### src/rtl/id_decode_queue_pkg.sv
// Shared encodings for the decode queue: opcodes, control-field codes, the stored bundle
// and the immediate extract helpers.
package id_decode_queue_pkg;

    localparam int INSTR_W_C   = 32;
    localparam int WORD_W_C    = 32;
    localparam int ALU_OP_W_C  = 4;
    localparam int ALU_SRC_A_W = 2;
    localparam int ALU_SRC_B_W = 1;
    localparam int MEM_OP_W    = 4;
    localparam int DEST_SRC_W  = 2;

    localparam logic [6:0] OPC_LOAD   = 7'h03;
    localparam logic [6:0] OPC_OP_IMM = 7'h13;
    localparam logic [6:0] OPC_AUIPC  = 7'h17;
    localparam logic [6:0] OPC_STORE  = 7'h23;
    localparam logic [6:0] OPC_OP     = 7'h33;
    localparam logic [6:0] OPC_LUI    = 7'h37;
    localparam logic [6:0] OPC_BRANCH = 7'h63;
    localparam logic [6:0] OPC_JALR   = 7'h67;
    localparam logic [6:0] OPC_JAL    = 7'h6F;

    typedef enum logic [ALU_OP_W_C-1:0] {
        ALU_ADD, ALU_SUB, ALU_SLL, ALU_SLT, ALU_SLTU,
        ALU_XOR, ALU_SRL, ALU_SRA, ALU_OR, ALU_AND
    } alu_op_e;

    typedef enum logic [ALU_SRC_A_W-1:0] {
        SRC_A_XPR = 2'd0, SRC_A_PC = 2'd1, SRC_A_ZERO = 2'd2
    } alu_src_a_e;

    typedef enum logic [ALU_SRC_B_W-1:0] {
        SRC_B_XPR = 1'b0, SRC_B_IMM = 1'b1
    } alu_src_b_e;

    typedef enum logic [MEM_OP_W-1:0] {
        MEM_NOP, MEM_RD_BYTE, MEM_RD_HALF, MEM_RD_WORD, MEM_RD_BYTE_U,
        MEM_RD_HALF_U, MEM_WR_BYTE, MEM_WR_HALF, MEM_WR_WORD
    } mem_op_e;

    typedef enum logic [DEST_SRC_W-1:0] {
        DEST_NONE = 2'd0, DEST_ALU = 2'd1, DEST_MEM = 2'd2, DEST_PC4 = 2'd3
    } dest_src_e;

    typedef struct packed {
        alu_op_e    alu_op;
        alu_src_a_e a_src;
        alu_src_b_e b_src;
        mem_op_e    mem_op;
        dest_src_e  dest;
        logic [4:0] rd;
        logic [4:0] rs1;
        logic [4:0] rs2;
        logic [2:0] funct3;
        logic       branch;
        logic       jump;
        logic       illegal;
    } dec_ctrl_t;

    function automatic logic [31:0] imm_i(input logic [31:0] i);
        return {{20{i[31]}}, i[31:20]};
    endfunction

    function automatic logic [31:0] imm_s(input logic [31:0] i);
        return {{20{i[31]}}, i[31:25], i[11:7]};
    endfunction

    function automatic logic [31:0] imm_b(input logic [31:0] i);
        return {{19{i[31]}}, i[31], i[7], i[30:25], i[11:8], 1'b0};
    endfunction

    function automatic logic [31:0] imm_u(input logic [31:0] i);
        return {i[31:12], 12'b0};
    endfunction

    function automatic logic [31:0] imm_j(input logic [31:0] i);
        return {{11{i[31]}}, i[31], i[19:12], i[20], i[30:21], 1'b0};
    endfunction

    // alt selects SUB (funct3=0) or SRA (funct3=5); ignored for the other funct3 values
    function automatic alu_op_e alu_from_f3(input logic [2:0] f3, input logic alt);
        case (f3)
            3'd0:    return alt ? ALU_SUB : ALU_ADD;
            3'd1:    return ALU_SLL;
            3'd2:    return ALU_SLT;
            3'd3:    return ALU_SLTU;
            3'd4:    return ALU_XOR;
            3'd5:    return alt ? ALU_SRA : ALU_SRL;
            3'd6:    return ALU_OR;
            default: return ALU_AND;
        endcase
    endfunction

endpackage

### src/rtl/id_decode_queue_decoder_core.sv
// Combinational RV32I decoder: raw instruction -> control bundle plus sign-extended immediate.
module id_decoder_core
    import id_decode_queue_pkg::*;
#(
    parameter int INSTR_W = INSTR_W_C,
    parameter int WORD_W  = WORD_W_C
) (
    input  logic [INSTR_W-1:0] instr,
    output logic [WORD_W-1:0]  imm,
    output dec_ctrl_t          ctrl
);

    logic [31:0] ins;
    logic [6:0]  opcode;
    logic [2:0]  f3;
    logic [6:0]  f7;
    logic [31:0] imm32;
    logic        ok;

    assign ins    = instr[31:0];
    assign opcode = ins[6:0];
    assign f3     = ins[14:12];
    assign f7     = ins[31:25];

    always_comb begin
        ctrl        = '0;
        imm32       = '0;
        ok          = 1'b1;
        ctrl.alu_op = ALU_ADD;
        case (opcode)
            OPC_LUI: begin
                imm32      = imm_u(ins);
                ctrl.a_src = SRC_A_ZERO;
                ctrl.b_src = SRC_B_IMM;
                ctrl.dest  = DEST_ALU;
            end
            OPC_AUIPC: begin
                imm32      = imm_u(ins);
                ctrl.a_src = SRC_A_PC;
                ctrl.b_src = SRC_B_IMM;
                ctrl.dest  = DEST_ALU;
            end
            OPC_JAL: begin
                imm32      = imm_j(ins);
                ctrl.a_src = SRC_A_PC;
                ctrl.b_src = SRC_B_IMM;
                ctrl.dest  = DEST_PC4;
                ctrl.jump  = 1'b1;
            end
            OPC_JALR: begin
                imm32      = imm_i(ins);
                ctrl.b_src = SRC_B_IMM;
                ctrl.dest  = DEST_PC4;
                ctrl.jump  = 1'b1;
            end
            OPC_BRANCH: begin
                imm32       = imm_b(ins);
                ctrl.alu_op = ALU_SUB;
                ctrl.branch = 1'b1;
            end
            OPC_LOAD: begin
                imm32      = imm_i(ins);
                ctrl.b_src = SRC_B_IMM;
                ctrl.dest  = DEST_MEM;
                case (f3)
                    3'd0:    ctrl.mem_op = MEM_RD_BYTE;
                    3'd1:    ctrl.mem_op = MEM_RD_HALF;
                    3'd2:    ctrl.mem_op = MEM_RD_WORD;
                    3'd4:    ctrl.mem_op = MEM_RD_BYTE_U;
                    3'd5:    ctrl.mem_op = MEM_RD_HALF_U;
                    default: ok = 1'b0;
                endcase
            end
            OPC_STORE: begin
                imm32      = imm_s(ins);
                ctrl.b_src = SRC_B_IMM;
                case (f3)
                    3'd0:    ctrl.mem_op = MEM_WR_BYTE;
                    3'd1:    ctrl.mem_op = MEM_WR_HALF;
                    3'd2:    ctrl.mem_op = MEM_WR_WORD;
                    default: ok = 1'b0;
                endcase
            end
            OPC_OP_IMM: begin
                // bit 30 of an I-imm only means SRAI for funct3=5; ADDI must ignore it
                imm32       = imm_i(ins);
                ctrl.alu_op = alu_from_f3(f3, (f3 == 3'd5) && ins[30]);
                ctrl.b_src  = SRC_B_IMM;
                ctrl.dest   = DEST_ALU;
            end
            OPC_OP: begin
                ok          = (f7 == 7'h00) ||
                              ((f7 == 7'h20) && ((f3 == 3'd0) || (f3 == 3'd5)));
                ctrl.alu_op = alu_from_f3(f3, f7[5]);
                ctrl.dest   = DEST_ALU;
            end
            default: ok = 1'b0;
        endcase

        if (!ok) begin
            ctrl         = '0;
            imm32        = '0;
            ctrl.illegal = 1'b1;
        end
        ctrl.rd     = ins[11:7];
        ctrl.rs1    = ins[19:15];
        ctrl.rs2    = ins[24:20];
        ctrl.funct3 = f3;
        if (ctrl.rd == 5'd0)
            ctrl.dest = DEST_NONE;
    end

    assign imm = WORD_W'($signed(imm32));

endmodule

### src/rtl/id_decode_queue.sv
// Decode stage: decodes fetched instructions on entry and buffers the bundles in a
// DEPTH-entry FIFO so EX back-pressure does not stall fetch.
module id_decode_queue
    import id_decode_queue_pkg::*;
#(
    parameter int INSTR_W  = INSTR_W_C,
    parameter int WORD_W   = WORD_W_C,
    parameter int ALU_OP_W = ALU_OP_W_C,
    parameter int DEPTH    = 4
) (
    input  logic                      clk,
    input  logic                      rst_n,
    input  logic                      flush,
    input  logic                      in_valid,
    output logic                      in_ready,
    input  logic [INSTR_W-1:0]        in_instr,
    input  logic [WORD_W-1:0]         in_pc,
    output logic                      out_valid,
    input  logic                      out_ready,
    output logic [WORD_W-1:0]         out_pc,
    output logic [ALU_OP_W-1:0]       out_alu_op,
    output logic [WORD_W-1:0]         out_imm,
    output logic [ALU_SRC_A_W-1:0]    out_alu_a_src,
    output logic [ALU_SRC_B_W-1:0]    out_alu_b_src,
    output logic [MEM_OP_W-1:0]       out_mem_op,
    output logic [DEST_SRC_W-1:0]     out_dest_src,
    output logic [4:0]                out_rd,
    output logic [4:0]                out_rs1,
    output logic [4:0]                out_rs2,
    output logic                      out_branch,
    output logic [2:0]                out_funct3,
    output logic                      out_jump,
    output logic                      out_illegal,
    output logic [$clog2(DEPTH):0]    count
);

    localparam int PTR_W = $clog2(DEPTH);
    localparam int CNT_W = PTR_W + 1;

    dec_ctrl_t         dec_ctrl;
    logic [WORD_W-1:0] dec_imm;

    id_decoder_core #(.INSTR_W(INSTR_W), .WORD_W(WORD_W)) u_core (
        .instr (in_instr),
        .imm   (dec_imm),
        .ctrl  (dec_ctrl)
    );

    dec_ctrl_t         ctrl_mem [DEPTH];
    logic [WORD_W-1:0] imm_mem  [DEPTH];
    logic [WORD_W-1:0] pc_mem   [DEPTH];
    logic [PTR_W-1:0]  wr_ptr, rd_ptr;
    logic              push, pop;

    assign in_ready  = (count < CNT_W'(DEPTH));
    assign out_valid = (count != '0);
    assign push      = in_valid && in_ready && !flush;
    assign pop       = out_valid && out_ready && !flush;

    // storage needs no reset: nothing is visible until count says so
    always_ff @(posedge clk) begin
        if (push) begin
            ctrl_mem[wr_ptr] <= dec_ctrl;
            imm_mem[wr_ptr]  <= dec_imm;
            pc_mem[wr_ptr]   <= in_pc;
        end
    end

    always_ff @(posedge clk) begin
        if (!rst_n || flush) begin
            wr_ptr <= '0;
            rd_ptr <= '0;
            count  <= '0;
        end else begin
            if (push) wr_ptr <= wr_ptr + PTR_W'(1);
            if (pop)  rd_ptr <= rd_ptr + PTR_W'(1);
            case ({push, pop})
                2'b10:   count <= count + CNT_W'(1);
                2'b01:   count <= count - CNT_W'(1);
                default: ;
            endcase
        end
    end

    dec_ctrl_t         head;
    logic [WORD_W-1:0] head_imm, head_pc;

    always_comb begin
        head     = '0;
        head_imm = '0;
        head_pc  = '0;
        if (out_valid) begin
            head     = ctrl_mem[rd_ptr];
            head_imm = imm_mem[rd_ptr];
            head_pc  = pc_mem[rd_ptr];
        end
    end

    assign out_pc        = head_pc;
    assign out_imm       = head_imm;
    assign out_alu_op    = ALU_OP_W'(head.alu_op);
    assign out_alu_a_src = head.a_src;
    assign out_alu_b_src = head.b_src;
    assign out_mem_op    = head.mem_op;
    assign out_dest_src  = head.dest;
    assign out_rd        = head.rd;
    assign out_rs1       = head.rs1;
    assign out_rs2       = head.rs2;
    assign out_branch    = head.branch;
    assign out_funct3    = head.funct3;
    assign out_jump      = head.jump;
    assign out_illegal   = head.illegal;

endmodule

### config.mk
export PLATFORM = sky130hd
export DESIGN_NAME = id_decode_queue
export DESIGN_NICKNAME = d
export VERILOG_FILES = /design/src/rtl/id_decode_queue_pkg.sv /design/src/rtl/id_decode_queue_decoder_core.sv /design/src/rtl/id_decode_queue.sv
export SDC_FILE = /design/constraint.sdc
export NUM_CORES = 1
export LEC_CHECK = 0
export ABC_CLOCK_PERIOD_IN_PS = 9800
export CAP_MARGIN = 15
export CORE_AREA = 2 2 197 199
export CTS_BUF_LIST = sky130_fd_sc_hd__clkbuf_4 sky130_fd_sc_hd__clkbuf_8 sky130_fd_sc_hd__clkbuf_16
export CTS_CLUSTER_DIAMETER = 60
export CTS_CLUSTER_SIZE = 25
export DETAILED_ROUTE_END_ITERATION = 7
export DIE_AREA = 0 0 199 201
export HOLD_SLACK_MARGIN = 0.12
export PLACE_DENSITY_LB_ADDON = 0.2
export RECOVER_POWER = 25
export SETUP_SLACK_MARGIN = 0.1
export SLEW_MARGIN = 20
export SYNTH_ARGS = -nofsm -noshare
export SYNTH_HDL_FRONTEND = slang
export SYNTH_SLANG_ARGS = --single-unit
### constraint.sdc
create_clock -name clk -period 9.8 [get_ports clk]
set_clock_uncertainty 0.2 [all_clocks]
set_input_delay 2.94 -clock clk [delete_from_list [all_inputs] [get_ports clk]]
set_output_delay 2.94 -clock clk [all_outputs]
set_load 0.03 [all_outputs]
Word level (Yosys, flattened, before mapping)
Memory sizes are Yosys's and may differ from the RTL's. A register that Yosys moved wholly into a read port is not among the register bits.
Cells that the tools add are included.
{"block": "word_totals", "ram_bits": 392, "n_memories": 3, "input_bits": 69, "wordCells": 88, "ff_bits": 7}
{"name": "ctrl_mem", "words": 4, "word_bits": 34, "rd": 1, "rd_ports_with_merged_regs": 1, "wr": 1, "line_no": "id_decode_queue.sv:49", "rtl": "dec_ctrl_t ctrl_mem [DEPTH];"}
{"name": "imm_mem", "words": 4, "word_bits": 32, "rd": 1, "rd_ports_with_merged_regs": 1, "wr": 1, "line_no": "id_decode_queue.sv:50", "rtl": "logic [WORD_W-1:0] imm_mem [DEPTH];"}
{"name": "pc_mem", "words": 4, "word_bits": 32, "rd": 1, "rd_ports_with_merged_regs": 1, "wr": 1, "line_no": "id_decode_queue.sv:51", "rtl": "logic [WORD_W-1:0] pc_mem [DEPTH];"}
{"block": "classes", "reduce_logical": 25, "n_lt_le_gt_ge": 1, "n_mux": 34, "add_sub_neg": 4, "eq_ne": 18}
{"op": "case mux 32 bit (5 select lines)", "count": 1}
{"op": "2-to-1 mux 32 bit", "count": 3}
{"op": "2-to-1 mux 34 bit", "count": 2}
{"op": "case mux 4 bit (7 select lines)", "count": 2}
{"op": "== test 7 x 6 -> 1 bit (second input constant)", "count": 4}
{"op": "case mux 4 bit (3 select lines)", "count": 2}
{"op": "== test 7 bit (second input constant)", "count": 3}
{"op": "case mux 3 bit (5 select lines)", "count": 1}
{"op": "== test 7 x 5 -> 1 bit (second input constant)", "count": 2}
{"op": "2-to-1 mux 2 bit", "count": 7}
{"op": "2-to-1 mux 1 bit", "count": 11}
{"op": "== test 3 bit (second input constant)", "count": 3}
{"op": "case mux 4 bit (2 select lines)", "count": 1}
{"op": "== test 7 x 2 -> 1 bit (second input constant)", "count": 1}
{"op": "zero test 7 bit", "count": 1}
{"op": "OR reduction 7 bit", "count": 1}
{"op": "== test 3 x 2 -> 1 bit (second input constant)", "count": 2}
{"op": "logical AND 1 bit", "count": 6}
{"op": "case mux 2 bit (3 select lines)", "count": 1}
{"op": "case mux 3 bit (2 select lines)", "count": 1}
{"op": "OR reduction 2 bit", "count": 3}
{"op": "OR reduction 3 bit", "count": 2}
{"op": "OR reduction 6 bit", "count": 1}
{"op": "zero test 5 bit", "count": 1}
{"op": "other kinds (16)", "count": 20}

Depth between registers and ports, before layout
{"block": "depth", "word_depth": 7, "ltp_mapped": 11}

Cells and area by module
A second synthesis with hierarchy kept.
{"block": "unflattened", "hier_cells": 834, "area_unflattened_um2": 16234.3}
{"mod": "id_decode_queue", "instances": 1, "seq_area_each_um2": 11951.5, "area_per_inst_um2": 15233.4, "cells_per_inst": 671}
{"mod": "id_decoder_core", "instances": 1, "seq_area_each_um2": 0.0, "area_per_inst_um2": 1001.0, "cells_per_inst": 163}

Worst setup path after synthesis
Ideal clock, no wire load.
{"block": "synth_timing", "path_kind": "input port to flip-flop", "from": "input port in_valid", "to": "memory ctrl_mem[0][0] (netlist bit), enable pin", "n_path_buf": 0, "cell_stages": 2, "required_time_ps": 9132, "setup_slack_ps": 3326, "arrival_ps": 5806, "path_cell_list": "nor3b_1 and2_1"}
{"block": "synth_between", "elab_chain_cells": 4}
{"item": "start: declaration", "line_no": "id_decode_queue.sv:14", "rtl": "input logic in_valid,"}
{"item": "logical AND 1 bit (2 in a row)", "line_no": "id_decode_queue.sv:57", "rtl": "assign push = in_valid && in_ready && !flush;"}
{"item": "2-to-1 mux 1 bit", "line_no": "id_decode_queue.sv:62", "rtl": "if (push) begin"}
{"item": "2-to-1 mux 1 bit (not written as such)", "line_no": "id_decode_queue.sv:63", "rtl": "ctrl_mem[wr_ptr] <= dec_ctrl;"}
{"item": "end: declaration", "line_no": "id_decode_queue.sv:49"}
No other way between the ends.

==> results.cfg <==
[outcome]
status = complete, no violations

[floorplan]
die_h_um = 201
std_cell_rows = 72
design.die.area_um2 = 40000
io_pins = 172
dieWidth_um = 199
design.core.area_um2 = 38100
initial_core_util = 0.424

[drt]
wl_per_cell_um = 22.1
antenna_left = 0
drt_pass1_iterations = 5
drc = 0
wire_length_after_detailed_routing_um = 34400
vias = 8173
route.detailed.vias_per_inst = 5.25
drt_first_iter_violations = 576

[critical_path]
crit_path_start_kind = flop
worstReg2RegEnd = count[2]
cp_max_fanout = 64
worst-endpoint-arrival_ns = 3.42
rr_worst_depth = 11
critPathCaptureType = output pin
timing.critical_path.slowest_stage_cell = sky130_fd_sc_hd__dfxtp_4
setup.worst_path.end = out_imm[20]
r2r-start = count[0]
crit_path_cell_trace = buf_4, mux4_2, and2_1, clkdlybuf4s50_1
critical_path_required_ns = 6.66
critical-path-top-delay-family = buffers and inverters
worstPathBufferInverterCount = 2
setup.worst_path.class = reg2out
critical_path_stages = 4
max_stage_delay_ns = 1.03
worst-r2r-setup-slack_ns = 6.48

[cts]
cts-htree-levels = 2
post_cts_buffers = 0
cts_hold_buffers = 0
post_cts_resize_count = 0
number_of_buffers_created_by_cts = 36
root_buffer = sky130_fd_sc_hd__clkbuf_16
clock_sink_count = 401
cts.clk_slew.worst_paths_ns = 0.07
tritoncts_clock_tree = done
clk_path_buf_depth = 3
worstSkewPairLatency_ns = 0.51

[place]
place.detailed.instances = 1494
dpl.hpwl_um = 19800
io_buffers = 171
place_congestion = 0.763
preCtsSetupSlack_ns = 3.39

[final_layout]
count_of_antenna_diodes_in_the_layout = 0
instances_no_fill = 1558
final_layout_size_suffix_gt1_frac = 0.186
commonest_non_fill_non_tap_cell_in_the_layout = sky130_fd_sc_hd__edfxtp_1
layout_common_cells = sky130_fd_sc_hd__edfxtp_1 (392), sky130_fd_sc_hd__clkdlybuf4s50_1 (116), sky130_fd_sc_hd__mux4_2 (98), sky130_fd_sc_hd__and2_1 (98), sky130_fd_sc_hd__dlygate4sd3_1 (55)
layout-area-overhead-vs-synth_pct = 21.1
finish.net_count = 1089

[timing]
rsz0062_at_grt = no
finalCritPeriodShare = 0.670
hold_violations = 0
max_slew_headroom_at_the_worst_pin = 0.322
finalMaxSlewViolations = 0
setup-violations-final = 0
tns_ns = 0
fmax_mhz = 152
fin_crit_ns = 6.56
layout_setup_ws_ns = 3.24
max_slew.worst_pin.slew_ns = 1.02

[synth]
synth_ff_type = sky130_fd_sc_hd__edfxtp_1
number_of_synthesized_flops_with_an_enable_pin = 392
total_nets_after_synthesis = 917
synth_seq_cells = 401
postSynth.asyncResetShare = 0
synth_warnings = 0
post_synth.cell_area_avg_um2 = 19.2
post_synth_inst_count = 842
mappedNetlistArea_um2 = 16200
ys_seq_area_frac = 0.739
synth.lib_cells_used.distinct = 53

[global_route]
first_pass_grt_wire_length_um = 52500
grt_antenna_before_repair = 2
grt_overflow = 0
grt_pass1_vias = 8718
global_route.usage.total = 0.176
grt_max_degree = 83

[power]
leakage_dissipation_nw = 6.12
power_report.internal_total_mw = 2.73
worst_ir_drop_vdd_uv = 128
p_comb_frac = 0.055
power.density_nw_per_um2 = 179
power.clock.fraction = 0.400
sequentialPowerShare = 0.544
p_switching_mw = 0.768
switching_share = 0.220
total_power_mw = 3.50

[hold_path]
min-delay-path-class = reg2reg

[run]
cap_violations = 0
## per-layer routing
layer	track usage	vias to the layer above	wire length [um]
li1	-	3675	-
met1	0.242	4238	15000
met2	0.293	215	17100
met3	0.0333	41	1750
met4	0.0381	4	529
met5	0	-	21
## how the worst min path moves through the flow
stage	cells past startpoint	from	to
5_1_grt	2	count[1]	count[1]
4_1_cts	2	rd_ptr[1]	rd_ptr[1]
2_1_floorplan	2	rd_ptr[1]	flop
3_3_place_gp	2	rd_ptr[1]	flop
6_report	2	rd_ptr[1]	rd_ptr[1]
3_5_place_dp	2	rd_ptr[1]	flop
## power groups by stage
stage	Sequential [mW]	Combinational, mW	Clock (mW)
floorplan	1.94	0.104	0
global placement	1.94	0.200	0
detailed placement	1.94	0.201	0
CTS	1.90	0.202	1.44
global route	1.90	0.208	1.51
finish	1.90	0.193	1.40
## layout make-up
class	instances	area, um^2
clock buffer	38	933
clock inverter	26	246
fill	3135	18500
inverter	12	45.0
multi-input combinational	383	3960
sequential	401	12000
tap	518	648
timing repair buffer	180	1790
## worst reg2reg max path: cells and delay by family (launching register included)
family          cells  cell delay (ns)
compound gates      1             0.14
xor+xnor            1             0.15
fa+ha+maj           2             0.57
buf+inv             3             0.81
flops               1             0.36
simple gates        4             1.01
## registers in the layout, indices dropped and copies added (netlist names), named ones only
signal,flops
pc_mem,128
wr_ptr,2
ctrl_mem,136
count,3
rd_ptr,2
imm_mem,128
## per-stage QoR
step / utilization / instance area, um^2 / hold WS [ns]
global route: 0.514 / 19600 / 0.359
global placement: 0.483 / 18400 / 0.306
detailed placement: 0.483 / 18400 / 0.309
CTS: 0.514 / 19600 / 0.330
finish: 0.514 / 19600 / 0.323
floorplan: - / 16200 / 0.285
## Yosys cell counts, types with 2 or more instances
cell type                    n  share of area
sky130_fd_sc_hd__a21oi_1    23         0.0071
sky130_fd_sc_hd__a21oi_2     6         0.0033
sky130_fd_sc_hd__a22oi_1     5         0.0023
sky130_fd_sc_hd__a31oi_1     2        0.00077
sky130_fd_sc_hd__and2_1    103          0.040
sky130_fd_sc_hd__and3_1      3         0.0012
sky130_fd_sc_hd__buf_1       2        0.00046
sky130_fd_sc_hd__buf_2      15         0.0046
sky130_fd_sc_hd__buf_6       5         0.0035
sky130_fd_sc_hd__clkbuf_1   23         0.0053
sky130_fd_sc_hd__dfxtp_1     9          0.011
sky130_fd_sc_hd__edfxtp_1  392           0.73
sky130_fd_sc_hd__ha_1        5         0.0039
sky130_fd_sc_hd__inv_1      11         0.0026
sky130_fd_sc_hd__mux4_2     98           0.14
sky130_fd_sc_hd__nand2_1    39         0.0091
sky130_fd_sc_hd__nand2b_1    3         0.0012
sky130_fd_sc_hd__nand3_1     6         0.0019
sky130_fd_sc_hd__nor2_1     37         0.0086
sky130_fd_sc_hd__nor2b_1     4         0.0015
sky130_fd_sc_hd__nor3_1      9         0.0028
sky130_fd_sc_hd__o21ai_0     4         0.0012
sky130_fd_sc_hd__o21ai_1     2        0.00062
sky130_fd_sc_hd__or3_1       2        0.00077
sky130_fd_sc_hd__xnor2_1     3         0.0016
sky130_fd_sc_hd__xor2_1      4         0.0022
## kinds of logic (layout without fill, tap and decap cells)
logic type      count (synthesis)  in the layout  synth area share
flops                         401            401             0.739
buf+inv                        58            256            0.0172
compound gates                 54             54            0.0241
simple gates                  216            216            0.0727
mux                           100            100             0.138
xor+xnor                        7              7           0.00379
fa+ha+maj                       6              6           0.00511
Note: power is estimated with default switching activity, not from simulation.
